==> config.mk <==
export PLATFORM = sky130hd
export DESIGN_NAME = regfile_sb_flat
export DESIGN_NICKNAME = d
export VERILOG_FILES = /design/src/rtl/regfile_pkg.sv /design/src/rtl/regfile_sb_if.sv /design/src/rtl/regfile_scoreboard.sv /design/src/rtl/regfile_sb.sv /design/src/flat_wrapper.sv
export SDC_FILE = /design/constraint.sdc
export NUM_CORES = 1
export LEC_CHECK = 0
export BUFFER_PORTS_ARGS = -buffer_cell sky130_fd_sc_hd__buf_4
export CAP_MARGIN = 15
export CORE_ASPECT_RATIO = 1.75
export CORE_MARGIN = 3
export CORE_UTILIZATION = 55
export CTS_BUF_LIST = sky130_fd_sc_hd__clkbuf_2 sky130_fd_sc_hd__clkbuf_4 sky130_fd_sc_hd__clkbuf_8
export CTS_CLUSTER_SIZE = 25
export DETAILED_ROUTE_END_ITERATION = 7
export GPL_TIMING_DRIVEN = 1
export PLACE_DENSITY = 0.77
export RECOVER_POWER = 100
export SLEW_MARGIN = 20
export SYNTH_ARGS = -nofsm -noshare
export SYNTH_HDL_FRONTEND = slang
export SYNTH_SLANG_ARGS = --single-unit
==> constraint.sdc <==
create_clock -name clk -period 49.6 [get_ports clk]
set_input_delay 4.96 -clock clk [delete_from_list [all_inputs] [get_ports clk]]
set_output_delay 4.96 -clock clk [all_outputs]
set_load 0.05 [all_outputs]
==> src/rtl/regfile_pkg.sv <==
// Shared definitions for the register file with a pending-write scoreboard.
// Holds the default geometry, the default counter type and the index of the
// hardwired zero register. Imported by the interface, the scoreboard and
// the top level.
package regfile_pkg;

  localparam int DEF_DATA_W = 32;
  localparam int DEF_ADDR_W = 4;
  localparam int DEF_CNT_W  = 2;

  // Pending-write counter at the default width.
  typedef logic [DEF_CNT_W-1:0] cnt_t;

  // Register that reads as zero when the zero-register option is on.
  localparam int ZERO_IDX = 0;

endpackage

==> src/rtl/regfile_sb_if.sv <==
// Bus between the decode/write-back logic and the register file.
// Carries:
//   wr_en/wr_addr/wr_data   write-back port
//   rsv_en/rsv_addr         reservation of a destination register
//   rd_addr1/rd_addr2       read indices
//   rd_data1/rd_data2       combinational read data
//   busy1/busy2/hazard      pending-write status of the read registers
//   ovf_err                 sticky reservation-overflow flag
// master: the pipeline driving the register file; slave: the register file.
interface regfile_sb_if
  import regfile_pkg::*;
#(
  parameter int DATA_W = DEF_DATA_W,
  parameter int ADDR_W = DEF_ADDR_W
);

  logic              wr_en;
  logic [ADDR_W-1:0] wr_addr;
  logic [DATA_W-1:0] wr_data;
  logic              rsv_en;
  logic [ADDR_W-1:0] rsv_addr;
  logic [ADDR_W-1:0] rd_addr1;
  logic [ADDR_W-1:0] rd_addr2;
  logic [DATA_W-1:0] rd_data1;
  logic [DATA_W-1:0] rd_data2;
  logic              busy1;
  logic              busy2;
  logic              hazard;
  logic              ovf_err;

  modport master (
    output wr_en, wr_addr, wr_data, rsv_en, rsv_addr, rd_addr1, rd_addr2,
    input  rd_data1, rd_data2, busy1, busy2, hazard, ovf_err
  );

  modport slave (
    input  wr_en, wr_addr, wr_data, rsv_en, rsv_addr, rd_addr1, rd_addr2,
    output rd_data1, rd_data2, busy1, busy2, hazard, ovf_err
  );

endinterface

==> src/rtl/regfile_scoreboard.sv <==
// Per-register pending-write counters.
// A reservation increments the counter of rsv_addr, a write-back decrements
// the counter of wr_addr (never below zero). A reservation that finds its
// counter saturated is dropped and raises the sticky ovf_err.
// Ports:
//   clk, reset           clock, asynchronous active-high reset
//   rsv_en, rsv_addr     reservation strobe and index
//   wr_en, wr_addr       write-back strobe and index
//   rd_addr1, rd_addr2   indices whose busy status is reported
//   busy1, busy2         combinational busy status of the read indices
//   ovf_err              sticky overflow flag
module regfile_scoreboard
  import regfile_pkg::*;
#(
  parameter int ADDR_W   = DEF_ADDR_W,
  parameter int CNT_W    = DEF_CNT_W,
  parameter int ZERO_REG = 1,
  parameter int BYPASS   = 1
) (
  input  logic              clk,
  input  logic              reset,
  input  logic              rsv_en,
  input  logic [ADDR_W-1:0] rsv_addr,
  input  logic              wr_en,
  input  logic [ADDR_W-1:0] wr_addr,
  input  logic [ADDR_W-1:0] rd_addr1,
  input  logic [ADDR_W-1:0] rd_addr2,
  output logic              busy1,
  output logic              busy2,
  output logic              ovf_err
);

  localparam int DEPTH = 1 << ADDR_W;
  localparam logic [CNT_W-1:0] CNT_MAX = '1;

  logic [CNT_W-1:0] cnt_q [DEPTH];
  logic [CNT_W-1:0] cnt_d [DEPTH];
  logic             ovf_err_q;
  logic             ovf_err_d;

  always_comb begin
    logic zero_slot;
    logic rsv_sel;
    logic wr_sel;
    ovf_err_d = ovf_err_q;
    zero_slot = 1'b0;
    rsv_sel   = 1'b0;
    wr_sel    = 1'b0;
    for (int a = 0; a < DEPTH; a++) begin
      zero_slot = (ZERO_REG != 0) && (a == ZERO_IDX);
      rsv_sel   = rsv_en && (rsv_addr == ADDR_W'(a)) && !zero_slot;
      wr_sel    = wr_en && (wr_addr == ADDR_W'(a));
      cnt_d[a]  = cnt_q[a];
      if (rsv_sel && (cnt_q[a] == CNT_MAX)) begin
        // Reservation is lost; a write-back in the same cycle still retires
        // one of the outstanding operations.
        ovf_err_d = 1'b1;
        if (wr_sel) cnt_d[a] = cnt_q[a] - 1'b1;
      end else if (rsv_sel && wr_sel) begin
        // New reservation replaces the retiring one: net count unchanged,
        // including the case of a plain write to an idle register.
        cnt_d[a] = cnt_q[a];
      end else if (rsv_sel) begin
        cnt_d[a] = cnt_q[a] + 1'b1;
      end else if (wr_sel && (cnt_q[a] != '0)) begin
        cnt_d[a] = cnt_q[a] - 1'b1;
      end
      if (zero_slot) cnt_d[a] = '0;
    end
  end

  always_ff @(posedge clk or posedge reset) begin
    if (reset) begin
      for (int a = 0; a < DEPTH; a++) cnt_q[a] <= '0;
      ovf_err_q <= 1'b0;
    end else begin
      cnt_q     <= cnt_d;
      ovf_err_q <= ovf_err_d;
    end
  end

  // A write-back retiring the last pending operation clears busy in the
  // same cycle when bypassing; reservations only show up after the edge.
  function automatic logic busy_of(input logic [CNT_W-1:0] cnt,
                                   input logic [ADDR_W-1:0] ra);
    logic rel;
    rel = (BYPASS != 0) && wr_en && (wr_addr == ra) && (cnt != '0);
    return (cnt - CNT_W'(rel)) != '0;
  endfunction

  assign busy1   = busy_of(cnt_q[rd_addr1], rd_addr1);
  assign busy2   = busy_of(cnt_q[rd_addr2], rd_addr2);
  assign ovf_err = ovf_err_q;

endmodule

==> src/rtl/regfile_sb.sv <==
// Multi-port register file with write-to-read bypass, optional hardwired
// zero register and a pending-write scoreboard for hazard detection.
// Ports:
//   clk     clock, all state updates on the rising edge
//   reset   asynchronous active-high reset: registers, counters, ovf_err
//   bus     regfile_sb_if slave: write-back, reservation, two read ports,
//           busy/hazard status and the sticky overflow flag
module regfile_sb
  import regfile_pkg::*;
#(
  parameter int DATA_W   = DEF_DATA_W,
  parameter int ADDR_W   = DEF_ADDR_W,
  parameter int ZERO_REG = 1,
  parameter int BYPASS   = 1,
  parameter int CNT_W    = DEF_CNT_W
) (
  input logic         clk,
  input logic         reset,
  regfile_sb_if.slave bus
);

  localparam int DEPTH = 1 << ADDR_W;

  logic [DATA_W-1:0] regs_q [DEPTH];
  logic [DATA_W-1:0] regs_d [DEPTH];

  function automatic logic is_zero(input logic [ADDR_W-1:0] a);
    return (ZERO_REG != 0) && (a == ADDR_W'(ZERO_IDX));
  endfunction

  always_comb begin
    regs_d = regs_q;
    if (bus.wr_en && !is_zero(bus.wr_addr)) regs_d[bus.wr_addr] = bus.wr_data;
  end

  always_ff @(posedge clk or posedge reset) begin
    if (reset) begin
      for (int a = 0; a < DEPTH; a++) regs_q[a] <= '0;
    end else begin
      regs_q <= regs_d;
    end
  end

  // Zero register wins over the bypass so a dropped write never leaks out.
  function automatic logic [DATA_W-1:0] rd_mux(input logic [ADDR_W-1:0] ra,
                                               input logic [DATA_W-1:0] stored,
                                               input logic              we,
                                               input logic [ADDR_W-1:0] wa,
                                               input logic [DATA_W-1:0] wd);
    if (is_zero(ra)) return '0;
    if ((BYPASS != 0) && we && (wa == ra)) return wd;
    return stored;
  endfunction

  assign bus.rd_data1 = rd_mux(bus.rd_addr1, regs_q[bus.rd_addr1],
                               bus.wr_en, bus.wr_addr, bus.wr_data);
  assign bus.rd_data2 = rd_mux(bus.rd_addr2, regs_q[bus.rd_addr2],
                               bus.wr_en, bus.wr_addr, bus.wr_data);

  regfile_scoreboard #(
    .ADDR_W   (ADDR_W),
    .CNT_W    (CNT_W),
    .ZERO_REG (ZERO_REG),
    .BYPASS   (BYPASS)
  ) u_scoreboard (
    .clk      (clk),
    .reset    (reset),
    .rsv_en   (bus.rsv_en),
    .rsv_addr (bus.rsv_addr),
    .wr_en    (bus.wr_en),
    .wr_addr  (bus.wr_addr),
    .rd_addr1 (bus.rd_addr1),
    .rd_addr2 (bus.rd_addr2),
    .busy1    (bus.busy1),
    .busy2    (bus.busy2),
    .ovf_err  (bus.ovf_err)
  );

  assign bus.hazard = bus.busy1 | bus.busy2;

endmodule

==> src/flat_wrapper.sv <==
// flat-port wrapper written by rule: the top's interface ports become plain ports
module regfile_sb_flat import regfile_pkg::*;
#(
  parameter int DATA_W   = DEF_DATA_W,
  parameter int ADDR_W   = DEF_ADDR_W,
  parameter int ZERO_REG = 1,
  parameter int BYPASS   = 1,
  parameter int CNT_W    = DEF_CNT_W
)
  (clk, reset, bus_wr_en, bus_wr_addr, bus_wr_data, bus_rsv_en, bus_rsv_addr, bus_rd_addr1, bus_rd_addr2, bus_rd_data1, bus_rd_data2, bus_busy1, bus_busy2, bus_hazard, bus_ovf_err);
  regfile_sb_if #(.DATA_W(DATA_W), .ADDR_W(ADDR_W)) bus_i ();
  input logic clk;
  input logic reset;
  input wire logic [$bits(bus_i.wr_en)-1:0] bus_wr_en;
  input wire logic [$bits(bus_i.wr_addr)-1:0] bus_wr_addr;
  input wire logic [$bits(bus_i.wr_data)-1:0] bus_wr_data;
  input wire logic [$bits(bus_i.rsv_en)-1:0] bus_rsv_en;
  input wire logic [$bits(bus_i.rsv_addr)-1:0] bus_rsv_addr;
  input wire logic [$bits(bus_i.rd_addr1)-1:0] bus_rd_addr1;
  input wire logic [$bits(bus_i.rd_addr2)-1:0] bus_rd_addr2;
  output wire logic [$bits(bus_i.rd_data1)-1:0] bus_rd_data1;
  output wire logic [$bits(bus_i.rd_data2)-1:0] bus_rd_data2;
  output wire logic [$bits(bus_i.busy1)-1:0] bus_busy1;
  output wire logic [$bits(bus_i.busy2)-1:0] bus_busy2;
  output wire logic [$bits(bus_i.hazard)-1:0] bus_hazard;
  output wire logic [$bits(bus_i.ovf_err)-1:0] bus_ovf_err;
  assign bus_i.wr_en = bus_wr_en;
  assign bus_i.wr_addr = bus_wr_addr;
  assign bus_i.wr_data = bus_wr_data;
  assign bus_i.rsv_en = bus_rsv_en;
  assign bus_i.rsv_addr = bus_rsv_addr;
  assign bus_i.rd_addr1 = bus_rd_addr1;
  assign bus_i.rd_addr2 = bus_rd_addr2;
  assign bus_rd_data1 = bus_i.rd_data1;
  assign bus_rd_data2 = bus_i.rd_data2;
  assign bus_busy1 = bus_i.busy1;
  assign bus_busy2 = bus_i.busy2;
  assign bus_hazard = bus_i.hazard;
  assign bus_ovf_err = bus_i.ovf_err;
  regfile_sb #(.DATA_W(DATA_W), .ADDR_W(ADDR_W), .ZERO_REG(ZERO_REG), .BYPASS(BYPASS), .CNT_W(CNT_W)) u_core (.clk(clk), .reset(reset), .bus(bus_i));
endmodule
==> After elaboration in Yosys (flattened, before gate mapping) <==
Index checks and enable logic that the tools add are counted.
{ "op_classes": {"add_sub_neg": 32, "n_lt_le_gt_ge": 4, "n_eq_ne": 77, "n_mux": 119, "bitwise_logic": 4, "reduce_logical": 135} }
{ "ops": {"columns": ["operator", "n"], "rows": [
  ["bitwise mux 512 bit", 1],
  ["2-to-1 mux 32 bit", 13],
  ["binary-select mux 32 bit (select 4 bit)", 2],
  ["2-to-1 mux 2 bit", 79],
  ["demux 32 bit (select 4 bit)", 1],
  ["logical AND 1 bit", 81],
  ["equality test 4 bit (second input constant)", 16],
  ["inequality test 2 bit (second input constant)", 30],
  ["AND reduction 3 bit", 15],
  ["nonzero test 3 bit", 15],
  ["nonzero test 2 bit", 19],
  ["equality test 4 x 3 -> 1 bit (second input constant)", 8],
  ["adder 2 x 1 -> 2 bit (second input constant)", 15],
  ["equality test 2 bit (second input constant)", 15],
  ["subtractor 2 x 1 -> 2 bit (second input constant)", 15],
  ["2-to-1 mux 1 bit", 21],
  ["binary-select mux 2 bit (select 4 bit)", 2],
  ["equality test 4 x 2 -> 1 bit (second input constant)", 4],
  ["greater-or-equal comparator 5 bit (second input constant)", 3],
  ["inverter 4 -> 5 bit", 3],
  ["nonzero test 15 bit", 1],
  ["logical NOT 4 bit", 3],
  ["equality test 4 x 1 -> 1 bit (second input constant)", 2],
  ["equality test 4 bit", 2],
  ["other kinds (4)", 5]
]} }
{ "totals": {"reg_bits": 543, "inputBits": 52, "out_inout_bits": 68, "wordCells": 403} }

==> Longest topological paths before layout <==
Gate-level depths: netlist of run 1.
{ "depth": {"depth_word": 18, "mapped_depth": 8, "depth_no_buf": 6} }

==> Modules after synthesis <==
From an unflattened synthesis of run 1, not the netlist that was laid out.
{ "hier_totals": {"cells_unflattened": 2266, "hier_area_um2": 31502.7} }
{ "by_module_without_submodules": {"columns": ["module", "instances", "cells_each", "area_each_um2", "seq_area_each_um2"], "rows": [
  ["regfile_sb", 1, 1823, 27924.3, 12812.3],
  ["regfile_scoreboard", 1, 443, 3578.4, 775.7]
]} }

==> Least setup slack after synthesis of run 1 <==
No wires, ideal clock.
{ "synth_timing": {"path_type": "input -> output", "from": "in bus_rd_addr1[0]", "to": "out bus_hazard", "arrival_time_ns": 7.229, "required_ns": 44.640, "path_slack_ns": 37.411, "cell_stages": 6, "path_buffers": 1, "path_cell_list": "buf_2 > mux4_2 > mux2_2 > a221o_1 > a221o_1 > or2_1"} }
{ "synth_via": {"elab_chain_cells": 9, "elab_cells_between_ends": 11, "cone_classes": "add/sub: 1; eq/ne: 1; mux: 3; bitwise: 2; reduce/logical: 4"} }
{ "synth_rtl": {"columns": ["element", "line", "rtl"], "rows": [
  ["start: declaration", "flat_wrapper.sv:19", "input wire logic [$bits(bus_i.rd_addr1)-1:0] bus_rd_addr1;"],
  ["inverter 4 -> 5 bit (implied by the code)", "regfile_scoreboard.sv:91", "assign busy1 = busy_of(cnt_q[rd_addr1], rd_addr1);"],
  ["binary-select mux 2 bit (select 4 bit)", "regfile_scoreboard.sv:91", null],
  ["2-to-1 mux 2 bit (implied by the code) (2 in series)", "regfile_scoreboard.sv:91", null],
  ["nonzero test 2 bit", "regfile_scoreboard.sv:87", "rel = (BYPASS != 0) && wr_en && (wr_addr == ra) && (cnt != '0);"],
  ["logical AND 1 bit", "regfile_scoreboard.sv:87", null],
  ["subtractor 2 x 1 -> 2 bit *", "regfile_scoreboard.sv:88", "return (cnt - CNT_W'(rel)) != '0;"],
  ["nonzero test 2 bit *", "regfile_scoreboard.sv:88", null],
  ["via bus_busy1", "flat_wrapper.sv:23", "output wire logic [$bits(bus_i.busy1)-1:0] bus_busy1;"],
  ["OR 1 bit *", "regfile_sb.sv:79", "assign bus.hazard = bus.busy1 | bus.busy2;"],
  ["end: declaration", "flat_wrapper.sv:25", "output wire logic [$bits(bus_i.hazard)-1:0] bus_hazard;"]
]} }
Mark *: on every way through the listed nets, which the timed path passes. The rest lies on a longest branch. The select of a mux whose other input is x is not followed.

==> Final worst setup path of run 1 <==
{ "layout_timing": {"from": "in bus_rd_addr2[0]", "to": "out bus_rd_data2[10]"} }
{ "layout_via": {"elab_chain_cells": 6, "elab_cells_between_ends": 13, "cone_classes": "eq/ne: 1; mux: 9; bitwise: 1; reduce/logical: 2"} }
{ "layout_rtl": {"columns": ["element", "line", "rtl"], "rows": [
  ["start: declaration", "flat_wrapper.sv:20", "input wire logic [$bits(bus_i.rd_addr2)-1:0] bus_rd_addr2;"],
  ["inverter 4 -> 5 bit (implied by the code) or equality test 4 bit (tied branches)", "regfile_sb.sv:57, regfile_sb.sv:51", null],
  ["binary-select mux 32 bit (select 4 bit) or logical AND 1 bit (tied branches)", "regfile_sb.sv:57, regfile_sb.sv:51", null],
  ["2-to-1 mux 32 bit (implied by the code) or 2-to-1 mux 1 bit (tied branches) (2 in series)", "regfile_sb.sv:57, regfile_sb.sv:51", null],
  ["2-to-1 mux 32 bit", "regfile_sb.sv:52", "return stored;"],
  ["2-to-1 mux 32 bit *", "regfile_sb.sv:51", "if ((BYPASS != 0) && we && (wa == ra)) return wd;"],
  ["end: declaration", "flat_wrapper.sv:22", "output wire logic [$bits(bus_i.rd_data2)-1:0] bus_rd_data2;"]
]} }
Every way passes the cells marked *; elsewhere a longest branch is shown, timed or not. The select of a mux whose other input is x is not followed.

==> results.cfg, run 1 <==
[timing]
drv_slew = 1341
final.setup.tns_ns = 0
fmax_mhz = 48.2
rsz0062_at_grt = no
fin_skew_ns = 0.0207
slew_headroom_pct = -495
finalHoldViolCount = 0
finalCriticalPeriod_ns = 20.77
fin_crit_sh_pct = 41.9
worst_pin_slew_ns = 8.92
setup_viol = 0

[floorplan]
io_pins = 120
start_util_pct = 55.6
dieArea_um2 = 58800
core.rowCount = 114
die_x_um = 185
die_h_um = 319
fp.coreArea_um2 = 55200

[placed_design]
io_buffers = 119
dpl_cell_area_um2 = 32000
place_hpwl_mm = 56.4
gp_congestion = 0.915

[clock_network]
post_cts_resized = 0
cts_htree_levels = 3
clock_path_buffers = 3
cts_tree = yes
clkTransAtPathRegs_ns = 0.06
cts_hold_buf = 0
post_cts_buffers = 0
cts_buffers = 79
clock_sinks = 543
cts-root-buf = clkbuf_8
clk_latency_ns = 0.65

[worst_setup_path]
start_kind = primary input
end_kind = primary output
critPathMaxFanout = 59
arrival_ns = 15.81
path_class = primary input to primary output
worstPathRequired_ns = 44.64

[yosys]
synth_warnings = 0
synthArstFlopShare_pct = 100
seq_area_frac_synth_pct = 44.3
synth.distinct_cells = 51
ys_ff_latch = 543
synth_edf_count = 0
synthCells = 2627
netlist_area_um2 = 30700
synth-main-ff-cell = dfrtp_1
syn_area_per_cell_um2 = 11.7
syn_nets = 2709

[detailed_routing]
drc = 0
num_vias = 22800
dr.first_iter.drc_count = 2430
firstDrtPassIters = 7
drt-total-wl_mm = 93.4
vias_per_cell = 6.73
antenna_left = 0
wl_per_cell_um = 27.6

[cells_and_area]
drive_gt1_share_pct = 21.9
fin_area_um2 = 33400
fin_nets = 2709
synthToLayoutAreaGrowth_pct = 8.66

[job]
drv_cap = 34

[status]
violations = capacitance limit, slew limit
status = complete, but fails checks

[grt]
grt_overflow = 0
antenna_found_initial = 2
grt_pass1_vias = 24600
grt_max_degree = 175
grt_pass1_wl_mm = 143
grtUsageTotal_pct = 32.3

[pwr]
power.leakage_nw = 14.9
ir_worst_vdd_uv = 29.2
power_per_cell_area_nw_per_um2 = 44.3

[worst_hold_path]
hold_path.class = flip-flop to flip-flop
[power breakdown]
group	switching (mW)	total (mW)	internal (mW)
registers	0.0923	0.635	0.543
clock network	0.183	0.399	0.216
logic	0.230	0.444	0.214
[cells in the mapped netlist (all sizes together), types with 3 or more instances]
| cell | count | area share [%] |
|---|---|---|
| a211oi | 7 | 0.17 |
| a21oi | 31 | 0.51 |
| a221o | 6 | 0.20 |
| a221oi | 9 | 0.26 |
| a32oi | 6 | 0.17 |
| and3 | 3 | 0.061 |
| and3b | 4 | 0.11 |
| buf | 57 | 0.87 |
| clkbuf | 184 | 2.2 |
| clkinv | 24 | 0.29 |
| dfrtp | 543 | 44 |
| ha | 30 | 1.2 |
| inv | 78 | 0.95 |
| maj3 | 7 | 0.23 |
| mux2 | 259 | 9.5 |
| mux4 | 333 | 24 |
| nand2 | 784 | 9.6 |
| nand2b | 6 | 0.12 |
| nand3 | 8 | 0.13 |
| nand3b | 4 | 0.098 |
| nand4 | 3 | 0.061 |
| nor2 | 40 | 0.49 |
| nor2b | 13 | 0.26 |
| nor3 | 22 | 0.36 |
| o21ai | 100 | 1.6 |
| o22ai | 4 | 0.081 |
| o41ai | 3 | 0.086 |
| xnor2 | 27 | 0.77 |
| xor2 | 7 | 0.20 |
[area by class of cell]
| cell class | count | area, µm² |
|---|---|---|
| fill | 4225 | 21800 |
| multi-input combinational | 1741 | 15800 |
| sequential | 543 | 13600 |
| clock buffer | 109 | 1400 |
| timing repair buffer | 160 | 983 |
| tap | 696 | 871 |
| inverter | 102 | 384 |
| clock inverter | 31 | 329 |
| antenna | 1 | 2.50 |
[critical path: stages]
cell,delay [ns]
clkbuf_1,3.56
clkbuf_1,2.89
clkbuf_1,2.46
mux4_2,0.74
mux4_2,0.50
inv_1,0.16
o21ai_1,0.08
clkbuf_1,0.32
[flip-flops by register name (all words and copies together), names as in the netlist]
name,flops
u_core.u_scoreboard.ovf_err,1
u_core.regs_q,512
u_core.u_scoreboard.cnt_q,30
[layout by cell type, fill, tap and decap left out, drive strengths merged, types with 8 or more instances in the layout]
master	count
xnor2	27
nand3	8
a221oi	9
buf	99
nor2	40
clkinv	43
inv	82
ha	30
dfrtp	543
nand2	784
mux4	333
a21oi	31
nor2b	13
nor3	22
clkbuf	170
o21ai	100
mux2	259
[path summary, 6_finish.rpt]
kind                       cells after the start                                 startpoint                                        end  slack [ns]
min                                            0             u_core.regs_q[497]$_DFFE_PP0P_             u_core.regs_q[497]$_DFFE_PP0P_        0.40
max in group asynchronous                      3                                      reset             u_core.regs_q[470]$_DFFE_PP0P_       33.16
max                                            8                            bus_rd_addr2[0]                           bus_rd_data2[10]       28.83
min reg2reg                                    0             u_core.regs_q[497]$_DFFE_PP0P_             u_core.regs_q[497]$_DFFE_PP0P_        0.40
max reg2reg                                    5  u_core.u_scoreboard.cnt_q[17]$_DFFE_PP0P_  u_core.u_scoreboard.cnt_q[17]$_DFFE_PP0P_       47.87
min in group asynchronous                      2                                      reset             u_core.regs_q[429]$_DFFE_PP0P_        6.12
[layer usage]
layer	share of wire (%)	vias up	track usage, %
met3	9.0	460	6.91
met2	50	1493	53.3
met5	0.014	-	0
met1	33	11500	37.6
li1	-	9293	-
met4	7.3	2	21.9
[logic make-up (layout without fill, tap and decap cells)]
logic type               Yosys count  count (layout)  synth area share [%]
multiplexers                     594             594                  34.0
adder cells (fa/ha/maj)           37              37                  1.45
other                              0               1                     0
buffers and inverters            343             402                  4.36
flip-flops                       543             543                  44.3
AND/OR/NAND/NOR                  897             897                  11.5
XOR/XNOR                          34              34                 0.970
AO/OA/AOI/OAI                    179             179                  3.44
[per-stage QoR]
step,util (%),worst slack (ns),cells,hold WS (ns),total power [mW]
after floorplan,-,29.46,2627,0.441,0.952
after global placement,57.9,35.88,3240,0.376,1.05
after detailed placement,58.0,35.81,3241,0.384,1.09
after CTS,61.1,35.80,3381,0.400,1.48
after global routing,60.4,27.41,3383,0.411,1.54
final,60.4,28.83,3383,0.399,1.48
Power figures use the tool's default switching activity.
==> run 2: changes to the inputs <==
Settings changed: PLACE_DENSITY 0.77 to 0.8.
Clock period 49.6 ns to 19.04 ns, I/O delays scaled along.
==> run 2 against run 1 <==
Against the previous run:
- critical path type unchanged
- clock power rose to 2.6 times the previous value
- power rose to 2.6 times the previous value
- largest cell class unchanged
- global-route usage fell by 1.1 points
- the flow still finishes with violations (capacitance limit, slew limit)
- design area rose by 0.25%
- utilization rose by 0.15 points
- critical endpoint is now bus_rd_data1[8]
- clock skew fell by 0.0018 ns
- non-clock buffer count fell by 2
- sequential share of layout area fell by 0.10 points
==> results.cfg, run 2 (same netlist as run 1, synthesis figures left out) <==
[status]
violations = capacitance limit, slew limit
status = complete, but fails checks

[pwr]
power_per_cell_area_nw_per_um2 = 114
power.leakage_nw = 14.9
ir_worst_vdd_uv = 56.6

[timing]
fin_skew_ns = 0.0189
fin_crit_sh_pct = 57.3
slew_headroom_pct = -284
finalCriticalPeriod_ns = 10.91
finalHoldViolCount = 0
rsz0062_at_grt = no
setup_viol = 0
final.setup.tns_ns = 0
fmax_mhz = 91.6
drv_slew = 989
worst_pin_slew_ns = 5.76

[floorplan]
core.rowCount = 114
die_x_um = 185
io_pins = 120
dieArea_um2 = 58800
start_util_pct = 55.6
die_h_um = 319
fp.coreArea_um2 = 55200

[detailed_routing]
vias_per_cell = 6.67
wl_per_cell_um = 26.7
firstDrtPassIters = 5
maxUsedRoutingLayer = met5
wl_met3_mm = 7.56
wl_met1_mm = 30.3
dr_wl_met2_mm = 45.9
drc = 0
num_vias = 22600
drt-total-wl_mm = 90.5
antenna_left = 0
dr.first_iter.drc_count = 2795

[clock_network]
clock_path_buffers = 3
clock_sinks = 543
cts-root-buf = clkbuf_8
post_cts_resized = 0
cts_buffers = 78
cts_tree = yes
cts_hold_buf = 0
clk_latency_ns = 0.65
post_cts_buffers = 0
clkTransAtPathRegs_ns = 0.06
cts_htree_levels = 3

[worst_setup_path]
slowest_delay_ns = 2.46
critPathMaxFanout = 32
critical-path-slowest-cell = nor2_1
cp_cell_sequence = clkbuf_1, clkbuf_1, xnor2_1, nand4_1, nor2_1, nand2_1, o21ai_0, buf_4
worstPathRequired_ns = 17.14
start_kind = primary input
cpMostUsedCell = clkbuf_1
arrival_ns = 9.01
path_class = primary input to primary output
end_kind = primary output

[grt]
antenna_found_initial = 3
grt_pass1_wl_mm = 139
grt_max_degree = 149
grt_pass1_vias = 24200
grt_overflow = 0
grtUsageTotal_pct = 31.2

[placed_design]
gp_congestion = 0.887
place_hpwl_mm = 52.2
io_buffers = 119

[cells_and_area]
largest_reg_flops = 512
fin_nets = 2706
final_cell_mix = nand2_1 (776), dfrtp_1 (543), mux4_2 (333), mux2_1 (257), clkbuf_8 (102)
top_register = u_core.regs_q
final_common_cell = nand2_1
drive_gt1_share_pct = 22.6
synthToLayoutAreaGrowth_pct = 8.93
fin_util_pct = 60.6

[job]
drv_cap = 26

[worst_hold_path]
hold_path.class = flip-flop to flip-flop
## run 2: cell types whose count changed in the layout (fill, tap and decap cells not counted), moves of 2 or more
cell and delta:
nand2_2 +5, clkinv_2 -8, nand3_1 -2, clkbuf_1 -5
inv_6 -3, bufinv_16 -4, nand3_2 +2, nand2_1 -5
buf_8 +2, nor2_1 -5, clkbuf_8 +9, clkinvlp_4 +4
clkbuf_4 +4, nor2_4 +5
## run 2: worst paths after layout
| check | from | end | slack [ns] | cells past startpoint |
|---|---|---|---|---|
| setup reg to reg | u_core.u_scoreboard.cnt_q[17]$_DFFE_PP0P_ | u_core.u_scoreboard.ovf_err$_DFFE_PP0P_ | 17.32 | 4 |
| hold / removal | u_core.regs_q[503]$_DFFE_PP0P_ | u_core.regs_q[503]$_DFFE_PP0P_ | 0.40 | 0 |
| min in group asynchronous | reset | u_core.regs_q[77]$_DFFE_PP0P_ | 1.66 | 2 |
| hold reg to reg | u_core.regs_q[503]$_DFFE_PP0P_ | u_core.regs_q[503]$_DFFE_PP0P_ | 0.40 | 0 |
| max in group asynchronous | reset | u_core.regs_q[475]$_DFFE_PP0P_ | 8.60 | 4 |
| setup / recovery | bus_rd_addr1[2] | bus_rd_data1[8] | 8.13 | 8 |
## run 2: final cells by class
cell class	instances	area, µm²
sequential	543	13600
antenna	1	2.50
tap	696	871
clock buffer	122	1550
fill	4166	21800
multi-input combinational	1741	15900
timing repair buffer	158	1010
inverter	102	384
clock inverter	20	170
## run 2: metrics by stage
step	power, mW	setup slack, ns	cells	area [µm²]	hold slack (ns)
2_1_floorplan	2.48	1.96	2627	30700	0.441
6_report	3.81	8.13	3383	33400	0.396
3_5_place_dp	2.82	12.16	3238	32000	0.384
5_1_grt	3.99	7.04	3383	33400	0.407
4_1_cts	3.83	12.15	3380	33700	0.397
3_3_place_gp	2.72	12.14	3238	32000	0.376
## run 2: report_power, final
| group | internal [mW] | total [mW] | switching (mW) |
|---|---|---|---|
| Clock | 0.550 | 1.02 | 0.465 |
| Sequential | 1.41 | 1.64 | 0.228 |
| Combinational | 0.553 | 1.15 | 0.600 |
## run 2: critical path: cells and delay by family
family,cells,cell delay [ns]
AO/OA/AOI/OAI,1,0.30
XOR/XNOR,1,0.24
buffers and inverters,3,3.64
AND/OR/NAND/NOR,3,2.88
## run 2: per-layer routing
| metal | vias up | global-route usage, % |
|---|---|---|
| li1 | 9289 | - |
| met1 | 11500 | 37.0 |
| met2 | 1362 | 52.0 |
| met3 | 445 | 5.71 |
| met4 | 4 | 20.0 |
| met5 | - | 0 |
